## config.mk

```make
export PLATFORM = sky130hd
export DESIGN_NAME = nanorv32_uart_ctrl
export DESIGN_NICKNAME = d
export VERILOG_FILES = /design/src/rtl/nanorv32_uart_ctrl_pkg.sv /design/src/rtl/nanorv32_uart_fifo.sv /design/src/rtl/nanorv32_uart_ctrl.sv
export SDC_FILE = /design/constraint.sdc
export NUM_CORES = 1
export LEC_CHECK = 0
export BUFFER_PORTS_ARGS = -buffer_cell sky130_fd_sc_hd__buf_2
export CAP_MARGIN = 20
export CORE_ASPECT_RATIO = 0.9
export CORE_MARGIN = 4
export CORE_UTILIZATION = 60
export DETAILED_ROUTE_END_ITERATION = 10
export GPL_ROUTABILITY_DRIVEN = 0
export GPL_TIMING_DRIVEN = 0
export HOLD_SLACK_MARGIN = 0.05
export PLACE_DENSITY = 0.87
export RECOVER_POWER = 100
export SLEW_MARGIN = 20
export SYNTH_ARGS = -nofsm -noshare
export SYNTH_HDL_FRONTEND = slang
export SYNTH_SLANG_ARGS = --single-unit
```

## constraint.sdc

```tcl
create_clock -name clk -period 7.2 [get_ports clk]
set_input_delay 1.44 -clock clk [delete_from_list [all_inputs] [get_ports clk]]
set_output_delay 1.44 -clock clk [all_outputs]
set_load 0.05 [all_outputs]
```

## src/rtl/nanorv32_uart_ctrl_pkg.sv

```systemverilog
// Shared definitions for the nanorv32 UART peripheral: register map,
// STAT/CTRL bit positions, TX/RX state encodings and the CTRL flag group.
// Imported by nanorv32_uart_ctrl; carries no logic of its own.
package nanorv32_uart_ctrl_pkg;

  // Peripheral bus byte-address MSB (addr is PERIPH_ADDR_MSB+1 bits wide).
  localparam int PERIPH_ADDR_MSB = 7;

  // Register select values, taken from addr[3:2].
  localparam logic [1:0] UART_REG_DATA = 2'd0;
  localparam logic [1:0] UART_REG_STAT = 2'd1;
  localparam logic [1:0] UART_REG_CTRL = 2'd2;
  localparam logic [1:0] UART_REG_RSVD = 2'd3;

  // STAT bit positions.
  localparam int STAT_TX_FULL  = 0;
  localparam int STAT_TX_EMPTY = 1;
  localparam int STAT_TX_BUSY  = 2;
  localparam int STAT_RX_VALID = 3;
  localparam int STAT_RX_OVR   = 4;
  localparam int STAT_RX_FERR  = 5;
  localparam int STAT_TX_OVF   = 6;

  // CTRL bit positions.
  localparam int CTRL_DIV_LSB = 0;
  localparam int CTRL_DIV_MSB = 15;
  localparam int CTRL_TX_EN   = 16;
  localparam int CTRL_RX_EN   = 17;
  localparam int CTRL_TXE_IE  = 18;
  localparam int CTRL_RXV_IE  = 19;

  // CTRL[19:16] as one packed group; MSB-first so it maps straight onto the register.
  typedef struct packed {
    logic rxv_ie;
    logic txe_ie;
    logic rx_en;
    logic tx_en;
  } ctrl_flags_t;

  typedef enum logic [1:0] {
    TX_IDLE  = 2'd0,
    TX_START = 2'd1,
    TX_DATA  = 2'd2,
    TX_STOP  = 2'd3
  } tx_state_t;

  typedef enum logic [1:0] {
    RX_IDLE  = 2'd0,
    RX_START = 2'd1,
    RX_DATA  = 2'd2,
    RX_STOP  = 2'd3
  } rx_state_t;

endpackage

```

## src/rtl/nanorv32_uart_fifo.sv

```systemverilog
// Purpose: small synchronous FIFO for the UART TX path (2**AW entries of DW bits).
// Latency: a pushed word is visible on dout the cycle after the push; dout is combinational from storage.
// Backpressure: push is ignored when full unless a pop happens in the same cycle; pop ignored when empty.
// Ports: clk, rst_n (sync, active-low), push/din write side, pop/dout read side, full/empty flags.
module nanorv32_uart_fifo #(
  parameter int DW = 8,
  parameter int AW = 2
) (
  input  logic          clk,
  input  logic          rst_n,
  input  logic          push,
  input  logic          pop,
  input  logic [DW-1:0] din,
  output logic [DW-1:0] dout,
  output logic          full,
  output logic          empty
);

  logic [DW-1:0] mem [2**AW];
  // One extra pointer bit distinguishes full from empty when the indices match.
  logic [AW:0]   wr_ptr;
  logic [AW:0]   rd_ptr;
  logic          do_push;
  logic          do_pop;

  assign empty   = (wr_ptr == rd_ptr);
  assign full    = (wr_ptr[AW] != rd_ptr[AW]) && (wr_ptr[AW-1:0] == rd_ptr[AW-1:0]);
  assign do_pop  = pop && !empty;
  // A simultaneous pop frees the slot, so a push into a full FIFO still lands.
  assign do_push = push && (!full || do_pop);
  assign dout    = mem[rd_ptr[AW-1:0]];

  always_ff @(posedge clk) begin
    if (!rst_n) begin
      wr_ptr <= '0;
      rd_ptr <= '0;
    end else begin
      if (do_push) wr_ptr <= wr_ptr + (AW+1)'(1);
      if (do_pop)  rd_ptr <= rd_ptr + (AW+1)'(1);
    end
  end

  // Storage needs no reset: the pointers define which entries are meaningful.
  always_ff @(posedge clk) begin
    if (do_push) mem[wr_ptr[AW-1:0]] <= din;
  end

endmodule

```

## src/rtl/nanorv32_uart_ctrl.sv

```systemverilog
// Purpose: memory-mapped 8N1 UART slave (DATA/STAT/CTRL) behind the nanorv32 peripheral mux.
// Latency: zero wait state; side effects in the en cycle, dout registered and valid the next cycle.
// Backpressure: none on the bus; TX pushes into a full FIFO are dropped and flagged in STAT.tx_ovf.
// Ports: clk, rst_n (sync, active-low); bus_uart_addr/bytesel/din/en in, uart_bus_dout/ready_nxt out;
//        uart_pad_tx serial out (idle high), pad_uart_rx serial in (async), uart_irq level interrupt.
// Build option: define NANORV32_UART_RX_EN to include the receiver; without it RX status reads as 0.
module nanorv32_uart_ctrl
  import nanorv32_uart_ctrl_pkg::*;
#(
  parameter int               TXF_AW      = 2,
  parameter int               DIV_W       = 16,
  parameter logic [DIV_W-1:0] DEFAULT_DIV = DIV_W'(433)
) (
  input  logic                     clk,
  input  logic                     rst_n,
  input  logic [PERIPH_ADDR_MSB:0] bus_uart_addr,
  input  logic [3:0]               bus_uart_bytesel,
  input  logic [31:0]              bus_uart_din,
  input  logic                     bus_uart_en,
  output logic [31:0]              uart_bus_dout,
  output logic                     uart_bus_ready_nxt,
  output logic                     uart_pad_tx,
  input  logic                     pad_uart_rx,
  output logic                     uart_irq
);

  // ---------------------------------------------------------------- bus decode
  logic [1:0]  reg_sel;
  logic        bus_wr;
  logic        bus_rd;
  logic        data_wr;
  logic        data_rd;
  logic        stat_w1c;
  logic        ctrl_wr_en;

  assign reg_sel            = bus_uart_addr[3:2];
  assign bus_wr             = bus_uart_en && (bus_uart_bytesel != 4'd0);
  assign bus_rd             = bus_uart_en && (bus_uart_bytesel == 4'd0);
  assign data_wr            = bus_wr && (reg_sel == UART_REG_DATA);
  assign data_rd            = bus_rd && (reg_sel == UART_REG_DATA);
  assign stat_w1c           = bus_wr && (reg_sel == UART_REG_STAT) && bus_uart_bytesel[0];
  assign ctrl_wr_en         = bus_wr && (reg_sel == UART_REG_CTRL);
  assign uart_bus_ready_nxt = bus_uart_en;

  // ---------------------------------------------------------------- CTRL
  logic [DIV_W-1:0] div_q;
  ctrl_flags_t      flags;
  logic [31:0]      ctrl_rd;
  logic [31:0]      ctrl_wr;

  assign ctrl_rd = {12'd0, flags, 16'(div_q)};

  // Per-lane merge of write data over the current register value.
  always_comb begin
    ctrl_wr = ctrl_rd;
    for (int i = 0; i < 4; i++) begin
      if (bus_uart_bytesel[i]) ctrl_wr[8*i +: 8] = bus_uart_din[8*i +: 8];
    end
  end

  always_ff @(posedge clk) begin
    if (!rst_n) begin
      div_q <= DEFAULT_DIV;
      flags <= '0;
    end else if (ctrl_wr_en) begin
      div_q <= ctrl_wr[CTRL_DIV_LSB +: DIV_W];
      flags <= ctrl_wr[CTRL_RXV_IE:CTRL_TX_EN];
    end
  end

  // ---------------------------------------------------------------- TX FIFO
  logic       tx_pop;
  logic [7:0] txf_dout;
  logic       txf_full;
  logic       txf_empty;
  logic       tx_ovf;

  nanorv32_uart_fifo #(
    .DW (8),
    .AW (TXF_AW)
  ) u_txf (
    .clk   (clk),
    .rst_n (rst_n),
    .push  (data_wr),
    .pop   (tx_pop),
    .din   (bus_uart_din[7:0]),
    .dout  (txf_dout),
    .full  (txf_full),
    .empty (txf_empty)
  );

  // Sticky overflow: a set in the same cycle as a W1C wins so no drop goes unreported.
  always_ff @(posedge clk) begin
    if (!rst_n)                                      tx_ovf <= 1'b0;
    else if (data_wr && txf_full && !tx_pop)         tx_ovf <= 1'b1;
    else if (stat_w1c && bus_uart_din[STAT_TX_OVF])  tx_ovf <= 1'b0;
  end

  // ---------------------------------------------------------------- TX FSM
  tx_state_t        tx_state;
  tx_state_t        tx_state_nxt;
  logic [DIV_W-1:0] tx_cnt;
  logic [2:0]       tx_bit;
  logic [7:0]       tx_shift;
  logic             tx_pad;
  logic             tx_pad_nxt;
  logic             tx_bit_end;
  logic             tx_go;
  logic             tx_reload;
  logic             tx_shift_en;
  logic             tx_busy;

  assign tx_bit_end  = (tx_cnt == '0);
  assign tx_go       = !txf_empty && flags.tx_en;
  assign tx_busy     = (tx_state != TX_IDLE);
  assign uart_pad_tx = tx_pad;

  always_ff @(posedge clk) begin
    if (!rst_n) tx_state <= TX_IDLE;
    else        tx_state <= tx_state_nxt;
  end

  // STOP chains straight into START when more data is ready, so frames abut.
  always_comb begin
    tx_state_nxt = tx_state;
    case (tx_state)
      TX_IDLE:  if (tx_go) tx_state_nxt = TX_START;
      TX_START: if (tx_bit_end) tx_state_nxt = TX_DATA;
      TX_DATA:  if (tx_bit_end && (tx_bit == 3'd7)) tx_state_nxt = TX_STOP;
      TX_STOP:  if (tx_bit_end) tx_state_nxt = tx_go ? TX_START : TX_IDLE;
      default:  tx_state_nxt = TX_IDLE;
    endcase
  end

  // The pad is registered, so each bit value is staged one cycle ahead as tx_pad_nxt.
  always_comb begin
    tx_pop      = 1'b0;
    tx_reload   = 1'b0;
    tx_shift_en = 1'b0;
    tx_pad_nxt  = tx_pad;
    case (tx_state)
      TX_IDLE: begin
        tx_pad_nxt = 1'b1;
        if (tx_go) begin
          tx_pop     = 1'b1;
          tx_reload  = 1'b1;
          tx_pad_nxt = 1'b0;
        end
      end
      TX_START: begin
        if (tx_bit_end) begin
          tx_reload  = 1'b1;
          tx_pad_nxt = tx_shift[0];
        end
      end
      TX_DATA: begin
        if (tx_bit_end) begin
          tx_reload   = 1'b1;
          tx_shift_en = 1'b1;
          tx_pad_nxt  = (tx_bit == 3'd7) ? 1'b1 : tx_shift[1];
        end
      end
      TX_STOP: begin
        if (tx_bit_end) begin
          if (tx_go) begin
            tx_pop     = 1'b1;
            tx_reload  = 1'b1;
            tx_pad_nxt = 1'b0;
          end else begin
            tx_pad_nxt = 1'b1;
          end
        end
      end
      default: tx_pad_nxt = 1'b1;
    endcase
  end

  // Baud counter reloads from the live divisor, so a div change applies at the next bit.
  always_ff @(posedge clk) begin
    if (!rst_n) begin
      tx_cnt   <= '0;
      tx_bit   <= '0;
      tx_shift <= '0;
      tx_pad   <= 1'b1;
    end else begin
      tx_pad <= tx_pad_nxt;
      if (tx_reload)        tx_cnt <= div_q;
      else if (!tx_bit_end) tx_cnt <= tx_cnt - DIV_W'(1);
      if (tx_pop) begin
        tx_shift <= txf_dout;
        tx_bit   <= '0;
      end else if (tx_shift_en) begin
        tx_shift <= {1'b0, tx_shift[7:1]};
        tx_bit   <= tx_bit + 3'd1;
      end
    end
  end

  // ---------------------------------------------------------------- RX
  logic       rx_valid;
  logic       rx_ovr;
  logic       rx_ferr;
  logic [7:0] rx_byte;
  logic       unused_bits;

`ifdef NANORV32_UART_RX_EN
  logic             rx_s1;
  logic             rx_s2;
  rx_state_t        rx_state;
  rx_state_t        rx_state_nxt;
  logic [DIV_W-1:0] rx_cnt;
  logic [2:0]       rx_bit;
  logic [7:0]       rx_shift;
  logic             rx_cnt_zero;
  logic             rx_arm;
  logic             rx_reload;
  logic             rx_sample;
  logic             rx_good;
  logic             rx_bad;
  logic             rx_load;

  assign rx_cnt_zero = (rx_cnt == '0);
  // A good byte is kept if the buffer is free, or is being read out this very cycle.
  assign rx_load     = rx_good && (!rx_valid || data_rd);

  // Two-flop synchronizer; resets to the idle (high) line level.
  always_ff @(posedge clk) begin
    if (!rst_n) begin
      rx_s1 <= 1'b1;
      rx_s2 <= 1'b1;
    end else begin
      rx_s1 <= pad_uart_rx;
      rx_s2 <= rx_s1;
    end
  end

  always_ff @(posedge clk) begin
    if (!rst_n) rx_state <= RX_IDLE;
    else        rx_state <= rx_state_nxt;
  end

  always_comb begin
    rx_state_nxt = rx_state;
    if (!flags.rx_en) begin
      rx_state_nxt = RX_IDLE;
    end else begin
      case (rx_state)
        RX_IDLE:  if (!rx_s2) rx_state_nxt = RX_START;
        // Mid-start recheck: a line back high means it was a glitch.
        RX_START: if (rx_cnt_zero) rx_state_nxt = rx_s2 ? RX_IDLE : RX_DATA;
        RX_DATA:  if (rx_cnt_zero && (rx_bit == 3'd7)) rx_state_nxt = RX_STOP;
        RX_STOP:  if (rx_cnt_zero) rx_state_nxt = RX_IDLE;
        default:  rx_state_nxt = RX_IDLE;
      endcase
    end
  end

  always_comb begin
    rx_arm    = 1'b0;
    rx_reload = 1'b0;
    rx_sample = 1'b0;
    rx_good   = 1'b0;
    rx_bad    = 1'b0;
    if (flags.rx_en) begin
      case (rx_state)
        RX_IDLE:  rx_arm = !rx_s2;
        RX_START: rx_reload = rx_cnt_zero && !rx_s2;
        RX_DATA: begin
          rx_sample = rx_cnt_zero;
          rx_reload = rx_cnt_zero;
        end
        RX_STOP: begin
          rx_good = rx_cnt_zero && rx_s2;
          rx_bad  = rx_cnt_zero && !rx_s2;
        end
        default: ;
      endcase
    end
  end

  always_ff @(posedge clk) begin
    if (!rst_n) begin
      rx_cnt   <= '0;
      rx_bit   <= '0;
      rx_shift <= '0;
      rx_byte  <= '0;
      rx_valid <= 1'b0;
      rx_ovr   <= 1'b0;
      rx_ferr  <= 1'b0;
    end else begin
      // Half-bit wait on the start edge puts later samples near mid-bit.
      if (rx_arm)            rx_cnt <= div_q >> 1;
      else if (rx_reload)    rx_cnt <= div_q;
      else if (!rx_cnt_zero) rx_cnt <= rx_cnt - DIV_W'(1);

      if (rx_arm) begin
        rx_bit <= '0;
      end else if (rx_sample) begin
        rx_bit   <= rx_bit + 3'd1;
        rx_shift <= {rx_s2, rx_shift[7:1]};
      end

      if (rx_load) rx_byte <= rx_shift;

      if (rx_load)      rx_valid <= 1'b1;
      else if (data_rd) rx_valid <= 1'b0;

      if (rx_good && !rx_load)                          rx_ovr <= 1'b1;
      else if (stat_w1c && bus_uart_din[STAT_RX_OVR])   rx_ovr <= 1'b0;

      if (rx_bad)                                       rx_ferr <= 1'b1;
      else if (stat_w1c && bus_uart_din[STAT_RX_FERR])  rx_ferr <= 1'b0;
    end
  end

  assign unused_bits = ^{bus_uart_addr[PERIPH_ADDR_MSB:4], bus_uart_addr[1:0], ctrl_wr[31:20]};
`else
  assign rx_valid    = 1'b0;
  assign rx_ovr      = 1'b0;
  assign rx_ferr     = 1'b0;
  assign rx_byte     = 8'd0;
  assign unused_bits = ^{bus_uart_addr[PERIPH_ADDR_MSB:4], bus_uart_addr[1:0], ctrl_wr[31:20],
                         pad_uart_rx, data_rd};
`endif

  // ---------------------------------------------------------------- read path / irq
  logic [31:0] stat_rd;
  logic [31:0] rd_data;

  always_comb begin
    stat_rd                = '0;
    stat_rd[STAT_TX_FULL]  = txf_full;
    stat_rd[STAT_TX_EMPTY] = txf_empty;
    stat_rd[STAT_TX_BUSY]  = tx_busy;
    stat_rd[STAT_RX_VALID] = rx_valid;
    stat_rd[STAT_RX_OVR]   = rx_ovr;
    stat_rd[STAT_RX_FERR]  = rx_ferr;
    stat_rd[STAT_TX_OVF]   = tx_ovf;
  end

  always_comb begin
    rd_data = '0;
    case (reg_sel)
      UART_REG_DATA: rd_data = {24'd0, rx_byte};
      UART_REG_STAT: rd_data = stat_rd;
      UART_REG_CTRL: rd_data = ctrl_rd;
      UART_REG_RSVD: rd_data = '0;
      default:       rd_data = '0;
    endcase
  end

  // Read data reflects state before this cycle's side effects; held between reads.
  always_ff @(posedge clk) begin
    if (!rst_n) begin
      uart_bus_dout <= '0;
      uart_irq      <= 1'b0;
    end else begin
      if (bus_rd) uart_bus_dout <= rd_data;
      uart_irq <= (flags.txe_ie && txf_empty && !tx_busy) || (flags.rxv_ie && rx_valid);
    end
  end

endmodule

```

; Yosys cells after proc, flatten, opt, wreduce, memory -nomap -nowiden
; Memory sizes are Yosys's and may differ from the RTL's. A register that Yosys moved wholly into a read port is not among the register bits.
; Cells that the tools add are included.
[totals]
ramBits = 32
register_bits = 90
n_memories = 1
out_inout_bits = 35
inputBits = 48
[memory_table]
columns = memory, depth, width, rd, rd_clocked_by_memory_dff, write_ports, line
row1 = u_txf.mem, 4, 8, 1, 1, 1, nanorv32_uart_fifo.sv:19  ; logic [DW-1:0] mem [2**AW];
[op_classes]
n_eq_ne = 16
n_mux = 29
n_reduce_logical = 37
bitwise_logic = 1
n_addsub = 4
[op_table]
columns = cell, count
row1 = 32-bit one-hot mux with 3 select lines, 1
row2 = 16-bit two-way mux, 2
row3 = 1-bit logical AND, 16
row4 = 16-bit zero test, 1
row5 = 8-bit two-way mux, 2
row6 = "16-bit by 1-bit subtractor with 16-bit output, second input constant", 1
row7 = 1-bit two-way mux, 14
row8 = 2-bit two-way mux, 6
row9 = "2-bit inequality test, second input constant", 5
row10 = "3-bit by 1-bit adder with 3-bit output, second input constant", 3
row11 = "2-bit equality test, second input constant", 4
row12 = 2-bit one-hot mux with 4 select lines, 1
row13 = 2-bit AND reduction, 3
row14 = 2-bit nonzero test, 3
row15 = 2-bit OR reduction, 3
row16 = "2-bit by 1-bit equality test with 1-bit output, second input constant", 2
row17 = 1-bit zero test, 4
row18 = 2-bit zero test, 2
row19 = 4-bit zero test, 1
row20 = 1-bit one-hot mux with 4 select lines, 1
row21 = 4-bit AND reduction, 1
row22 = 4-bit nonzero test, 1
row23 = 3-bit equality test, 1
row24 = "3-bit equality test, second input constant", 1
row25 = 8 further kinds, 8

; Logic depth before layout (Yosys ltp)
; Gate-level depths: netlist (run 1).
[logic_depth]
ltp_word = 11
ltp_mapped = 8
ltp_nobuf = 7

; Cells and area by module
; From an unflattened synthesis (run 1), not the netlist that was laid out.
[hier_totals]
cells_unflattened = 511
hier_area_um2 = 5056.1
[modules_own_cells]
columns = module, cells_per_inst, instances, seq_area_each_um2, area_per_inst_um2
row1 = nanorv32_uart_ctrl, 415, 1, 1441.4, 3384.5
row2 = nanorv32_uart_fifo, 96, 1, 1121.1, 1671.6

; Worst setup path before layout (run 1)
; Ideal clock, no wire load.
[synth_path]
path_kind = input to output
from = input port bus_uart_en
to = output port uart_bus_ready_nxt
arrival_time_ns = 1.610
setup_slack_ns = 4.150
path_buffers = 1
stages = 1
cell_sequence = buf_4
[synth_rtl]
columns = element, line
row1 = from (decl), nanorv32_uart_ctrl.sv:19  ; input logic bus_uart_en,
row2 = to (decl), nanorv32_uart_ctrl.sv:21  ; output logic uart_bus_ready_nxt,
; No word-level cell between the ends.

; Worst setup path after layout (run 1)
[layout_path]
from = register tx_cnt[0]
to = register tx_cnt[4]
[layout_between]
elab_chain_cells = 4
[layout_rtl]
columns = element, line
row1 = from (decl), nanorv32_uart_ctrl.sv:102  ; logic [DIV_W-1:0] tx_cnt;
row2 = from (signal assigned), nanorv32_uart_ctrl.sv:187  ; if (tx_reload) tx_cnt <= div_q;
row3 = from (signal assigned), nanorv32_uart_ctrl.sv:188  ; else if (!tx_bit_end) tx_cnt <= tx_cnt - DIV_W'(1);
row4 = "parallel branches: the longest is 4 deep, another holds 16-bit by 1-bit subtractor with 16-bit output", n/a
; Parallel ways; which one is timed is not known. The select of a mux whose other input is x is not followed.
; A chain may end at the register's enable or synchronous reset.

==> flow_summary.yaml, run 1 <==
floorplan:
  initial_utilization: 0.620
  dieArea_um2: 9870
  num_rows: 31
  top_level_ports: 83
  core_area_um2: 8070
  dieHeight_um: 94.6
  dieWidth_um: 104
global_route:
  grt_max_degree: 21
  antenna_found_initial: 0
  gr-total-overflow: 0
  grt.total_usage: 0.230
  grt_pass1_wl_mm: 18.1
  grt_pass1_vias: 3623
sta:
  worstMarginPinSlew_ns: 1.34
  finalSetupTns_ns: 0
  rsz0062_at_grt: "no"
  relSlewSlack: 0.0971
  final.period_utilization: 0.527
  setup_viol: 0
  fin_crit_ns: 3.80
  hold_viol_final: 0
  fmax_mhz: 263
  slew_viol_final: 0
  worst_clock_skew_ns: 0.00982
power:
  pwr-share-seq: 0.473
  power.switching_w: 0.000541
  netSwitchingFraction: 0.342
  p_leak_nw: 2.00
  combPwrFrac: 0.302
  ir_drop_uv: 142
  pwr-share-clk: 0.225
  powerDensity_nw_per_um2: 285
  p_int_w: 0.00104
  p_total_w: 0.00158
synthesis:
  synth_edf_count: 32
  netlist_instances: 498
  synthFlopType: "dfxtp_1"
  yosysSeqAreaShare: 0.512
  ys_async_sr_fraction: 0
  yosysUniqueCellTypes: 54
  syn_area_um2: 5000
  ys_seq_elements: 112
  yosys_warnings: 0
  synth.avg_cell_area_um2: 10.0
clocking:
  cts-htree-levels: 3
  cts_buffers: 9
  clkSinkCount: 112
  clockBufferDepth: 2
  tritoncts: "done"
  cts.clk_slew.worst_paths_ns: 0.11
  clk_latency_ns: 0.37
  cts_hold_buffers: 0
  clockRootBuffer: "clkbuf_8"
  cts-resized-gates: 0
  postCtsSetupBuffers: 0
setup_path:
  crit_family: "simple AND/OR/NAND/NOR gates"
  cp_cell_sequence: "inv_1 -> ha_1 -> or3b_2 -> nor4_1 -> o21ai_0 -> a21oi_1 -> a21o_1"
  arrival_ns: 4.12
  slowest_stage: "nor4_1"
  worst-path-buf-inv: 1
  crit_type: "flip-flop to flip-flop"
  crit_fanout: 9
  cp.required_ns: 7.52
  slowest_delay_ns: 1.03
  cp-start-kind: "flip-flop"
  worst_setup_path_end_kind: "flip-flop"
placed_design:
  portBuffers: 50
  hpwl_mm: 8.41
  placed_cells: 658
  placed_cell_area_um2: 5420
finish:
  final_area_um2: 5540
  postLayoutCoreUtil: 0.687
  num-fill-cells: 613
  antenna_cells: 0
  final_nets: 632
  syn2layout_area_growth_pct: 10.8
  final_layout_size_suffix_gt1_frac: 0.110
  fin_cells: 674
status:
  status: "finished, final reports clean"
drt:
  drc: 0
  drtPass1Iterations: 7
  vias: 4006
  wirelength_mm: 11.4
  drt-vias-per-instance: 5.94
  wl_per_cell_um: 16.9
  ant_nets: 0
  drt_iter0_markers: 320
flow_run:
  max_cap_viol_count: 0
worst_hold_path:
  hp-class: "flip-flop to flip-flop"
final timing paths:
check | startpoint | end | slack [ns] | depth (start not counted)
hold / removal | uart_bus_dout[16] | uart_bus_dout[16] | 0.46 | 2
setup / recovery | tx_cnt[0] | tx_cnt[4] | 3.40 | 7
setup reg to reg | tx_cnt[0] | tx_cnt[4] | 3.40 | 7
hold reg to reg | uart_bus_dout[16] | uart_bus_dout[16] | 0.46 | 2
metrics by stage:
stage / hold slack, ns / worst slack, ns
5_1_grt: 0.484 / 3.08
4_1_cts: 0.463 / 3.91
3_3_place_gp: 0.439 / 3.81
2_1_floorplan: 0.435 / 4.15
6_report: 0.459 / 3.40
3_5_place_dp: 0.445 / 3.76
tightest hold or removal path, cell delays in order, from the launching register on:
cell     delay (ns)
dfxtp_1        0.33
nand2_1        0.05
a21oi_1        0.05
state kept, by name (all words and copies together) (netlist names), named ones only:
signal and cells:
ctrl_rd 4, div_q 16, tx_bit 3, tx_cnt 16, tx_ovf 1, tx_shift 8
tx_state 2, u_txf.mem 32, u_txf.rd_ptr 3, u_txf.wr_ptr 3, uart_bus_dout 20, uart_irq 1
uart_pad_tx 1
cells in the mapped netlist (5+ instances only):
library cell / instances / area share
nor2_1: 32 / 0.024
or3_1: 7 / 0.0088
a31oi_1: 5 / 0.0063
buf_4: 13 / 0.020
o2bb2ai_1: 7 / 0.012
a21oi_1: 42 / 0.042
nand2_1: 67 / 0.050
nand3_1: 31 / 0.031
inv_1: 12 / 0.0090
edfxtp_1: 32 / 0.19
nor3_1: 9 / 0.0090
mux4_2: 8 / 0.036
ha_1: 14 / 0.035
a211oi_1: 11 / 0.017
clkbuf_1: 21 / 0.016
nor4_1: 9 / 0.011
xnor2_1: 10 / 0.018
or4_1: 5 / 0.0075
mux2i_1: 21 / 0.042
dfxtp_1: 80 / 0.32
layout by cell type (no fill, tap or decap), types with 4 or more instances in the layout:
| master | netlist | layout |
|---|---|---|
| o2bb2ai_1 | 7 | 7 |
| nand2b_1 | 4 | 4 |
| nand3_1 | 31 | 31 |
| mux4_2 | 8 | 8 |
| dfxtp_1 | 80 | 80 |
| or3_1 | 7 | 7 |
| clkbuf_1 | 21 | 56 |
| a21oi_1 | 42 | 43 |
| edfxtp_1 | 32 | 32 |
| o21ai_0 | 4 | 5 |
| a31oi_1 | 5 | 5 |
| nor2b_1 | 4 | 4 |
| and2_0 | 1 | 5 |
| nand2_1 | 67 | 67 |
| inv_1 | 12 | 12 |
| mux2i_1 | 21 | 21 |
| a221oi_1 | 4 | 4 |
| nor3_1 | 9 | 9 |
| xnor2_1 | 10 | 10 |
| conb_1 | 1 | 12 |
| nor2_1 | 32 | 32 |
| a211oi_1 | 11 | 11 |
| clkbuf_8 | 0 | 9 |
| nor4_1 | 9 | 10 |
| ha_1 | 14 | 14 |
| or4_1 | 5 | 5 |
| buf_4 | 13 | 13 |
| buf_2 | 2 | 17 |
final cells by class:
cell class | instances | area, um2 | share of cell area
Sequential cell | 112 | 2560 | 0.462
Multi-Input combinational cell | 343 | 2190 | 0.395
Buffer | 41 | 226 | 0.0409
Timing Repair Buffer | 50 | 208 | 0.0375
Clock buffer | 9 | 124 | 0.0223
Tap cell | 99 | 124 | 0.0223
Clock inverter | 7 | 62.6 | 0.0113
Inverter | 13 | 48.8 | 0.00880
metal layers:
layer / global-route usage / vias up / part of all wire / wire length (um)
li1: - / 1911 / - / -
met1: 0.315 / 1892 / 0.43 / 4920
met2: 0.362 / 182 / 0.47 / 5360
met3: 0.0540 / 21 / 0.084 / 962
met4: 0.0819 / 0 / 0.013 / 153
met5: 0 / - / 0 / 0
power by group through the flow:
stage	logic [W]	registers [W]	clock network [W]
6_report	0.000476	0.000747	0.000355
5_1_grt	0.000518	0.000756	0.000386
4_1_cts	0.000488	0.000745	0.000358
3_5_place_dp	0.000485	0.000760	0
3_3_place_gp	0.000466	0.000755	0
2_1_floorplan	0.000386	0.000755	0
logic make-up after synthesis:
group           count (synthesis)  synth area share
compound gates                 87             0.111
xor+xnor                       13            0.0228
mux                            29            0.0780
simple gates                  188             0.185
fa+ha+maj                      14            0.0350
flops                         112             0.512
buf+inv                        54            0.0553
other cells                     1          0.000749
No activity file was read; power rests on OpenSTA's default activity.
==> run 2: changes to the inputs <==
ABC_AREA = 1   (was default)
CORE_UTILIZATION = 51   (was 60)
PLACE_DENSITY = 0.79   (was 0.87)
clock period = 3.2 ns   (was 7.2 ns; I/O delays follow)
==> run 2 against run 1 <==
Effect of this change: via count rose by 13%; clock-buffer cell count is 1 higher; flip-flop and latch count unchanged; total power increased by 140%; largest power group unchanged; highest routed layer unchanged.
==> flow_summary.yaml, run 2 <==
clocking:
  cts_hold_buffers: 0
  clockRootBuffer: "clkbuf_16"
  cts.clk_slew.worst_paths_ns: 0.07
  cts_buffers: 9
  clockBufferDepth: 2
  cts-resized-gates: 0
  clkSinkCount: 112
  clk_latency_ns: 0.34
  postCtsSetupBuffers: 0
  cts-htree-levels: 3
  tritoncts: "done"
sta:
  worstMarginPinSlew_ns: 0.845
  rsz0062_at_grt: "no"
  finalSetupTns_ns: 0
  hold_viol_final: 0
  fmax_mhz: 370
  worst_clock_skew_ns: 0.00652
  final.period_utilization: 0.844
  slew_viol_final: 0
  relSlewSlack: 0.434
  fin_crit_ns: 2.70
  setup_viol: 0
synthesis:
  synth_area_leaders: "dfxtp_1 (31%), edfxtp_1 (19%), nand2_1 (8.6%), a21oi_1 (5.9%), nand3_1 (4.5%)"
  ys_async_sr_fraction: 0
  synthFlopType: "dfxtp_1"
  synth.top_cell.area_share: 0.309
  synth.avg_cell_area_um2: 8.40
  yosys_warnings: 0
  synth_edf_count: 32
  synth_common_cells: "nand2_1 (118), dfxtp_1 (80), a21oi_1 (61), nor2_1 (59), nand3_1 (47)"
  post-synth-top-area-cell: "dfxtp_1"
  netlist_instances: 616
  yosysSeqAreaShare: 0.495
  yosysUniqueCellTypes: 38
  syn_area_um2: 5180
  ys_seq_elements: 112
  yosysMostFrequentCell: "nand2_1"
global_route:
  grt_pass1_vias: 4286
  grt.total_usage: 0.213
  grt_max_degree: 20
  gr-total-overflow: 0
  antenna_found_initial: 0
  grt_pass1_wl_mm: 20.7
finish:
  antenna_cells: 0
  num-fill-cells: 856
  postLayoutCoreUtil: 0.592
  final_area_um2: 5790
  final_nets: 751
  fin_cells: 820
  final_common_cell: "nand2_1"
  final_cell_mix: "nand2_1 (121), dfxtp_1 (80), a21oi_1 (66)"
  final_layout_size_suffix_gt1_frac: 0.115
  largest_reg_flops: 32
  syn2layout_area_growth_pct: 11.9
placed_design:
  portBuffers: 51
  placed_cell_area_um2: 5630
  placed_cells: 804
  hpwl_mm: 9.27
power:
  combPwrFrac: 0.271
  ir_drop_uv: 308
  netSwitchingFraction: 0.339
  p_total_w: 0.00371
  p_int_w: 0.00245
  power.switching_w: 0.00126
  powerDensity_nw_per_um2: 641
  pwr-share-seq: 0.440
  pwr-share-clk: 0.289
  p_leak_nw: 2.30
drt:
  drt-vias-per-instance: 5.52
  wirelength_mm: 12.6
  ant_nets: 0
  wl_per_cell_um: 15.3
  drc: 0
  drt_iter0_markers: 350
  vias: 4523
  drtPass1Iterations: 5
setup_path:
  crit_fanout: 8
  cp-start-kind: "flip-flop"
  crit_type: "flip-flop to flip-flop"
  cp.required_ns: 3.17
  arrival_ns: 2.67
  worst_setup_path_end_kind: "flip-flop"
floorplan:
  num_rows: 34
  core_area_um2: 9780
  top_level_ports: 83
  initial_utilization: 0.529
  dieHeight_um: 104
  dieArea_um2: 11800
  dieWidth_um: 114
status:
  status: "finished, final reports clean"
flow_run:
  max_cap_viol_count: 0
worst_hold_path:
  hp-class: "flip-flop to flip-flop"
## run 2: cell count changes after synthesis, sizes merged, moves of 21 or more
cell,previous run,this run
a21oi,43,69
mux2i,21,0
inv,13,43
o21ai,5,39
nor2,32,66
nand2,67,132
## run 2: metrics by stage
stage	hold WS (ns)	worst slack, ns
floorplan	0.437	1.09
global placement	0.452	0.502
detailed placement	0.453	0.396
CTS	0.465	0.505
global route	0.489	0.283
finish	0.470	0.500
## run 2: per-layer routing
layer	track usage	up-vias	routed length, um
met4	0.0679	0	179
met5	0	-	0
met3	0.0367	21	951
li1	-	2181	-
met1	0.301	2114	5630
met2	0.334	207	5800
## run 2: final timing paths
kind / start / end / slack (ns) / cells past startpoint
hold reg to reg: uart_bus_dout[15] / uart_bus_dout[15] / 0.47 / 2
setup / recovery: tx_cnt[0] / u_txf.mem[3][0] / 0.50 / 10
setup reg to reg: tx_cnt[0] / u_txf.mem[3][0] / 0.50 / 10
hold / removal: uart_bus_dout[15] / uart_bus_dout[15] / 0.47 / 2
## run 2: critical path, stage by stage (launching register included)
cell	delay (ns)
dfxtp_1	0.34
inv_1	0.13
ha_1	0.24
nand3_2	0.08
nor2_1	0.14
nand4_1	0.15
nand2_1	0.13
nand2_1	0.11
nand2_1	0.15
nand2_1	0.17
nor2_1	0.70
## run 2: power groups by stage
stage | logic, W | registers (W) | clock network [W]
final | 0.00101 | 0.00163 | 0.00108
after global routing | 0.00112 | 0.00164 | 0.00114
after floorplan | 0.000783 | 0.00166 | 0
after detailed placement | 0.00101 | 0.00166 | 0
after global placement | 0.000976 | 0.00166 | 0
after CTS | 0.00103 | 0.00163 | 0.00107
## run 2: kinds of logic (layout without fill, tap and decap cells)
logic type,Yosys count,count (layout),synth area share
compound gates,117,117,0.123
xor+xnor,17,17,0.0302
fa+ha+maj,14,14,0.0338
buf+inv,81,148,0.0766
flops,112,112,0.495
other cells,1,12,0.000724
simple gates,274,274,0.241
## run 2: cell type report
| cell class | count | area [um2] | area share |
|---|---|---|---|
| multi-input combinational | 434 | 2220 | 0.383 |
| sequential | 112 | 2560 | 0.442 |
| inverter | 43 | 161 | 0.0279 |
| buffer | 38 | 200 | 0.0346 |
| clock buffer | 10 | 229 | 0.0395 |
| tap | 126 | 158 | 0.0272 |
| timing repair buffer | 51 | 214 | 0.0369 |
| clock inverter | 6 | 51.3 | 0.00886 |
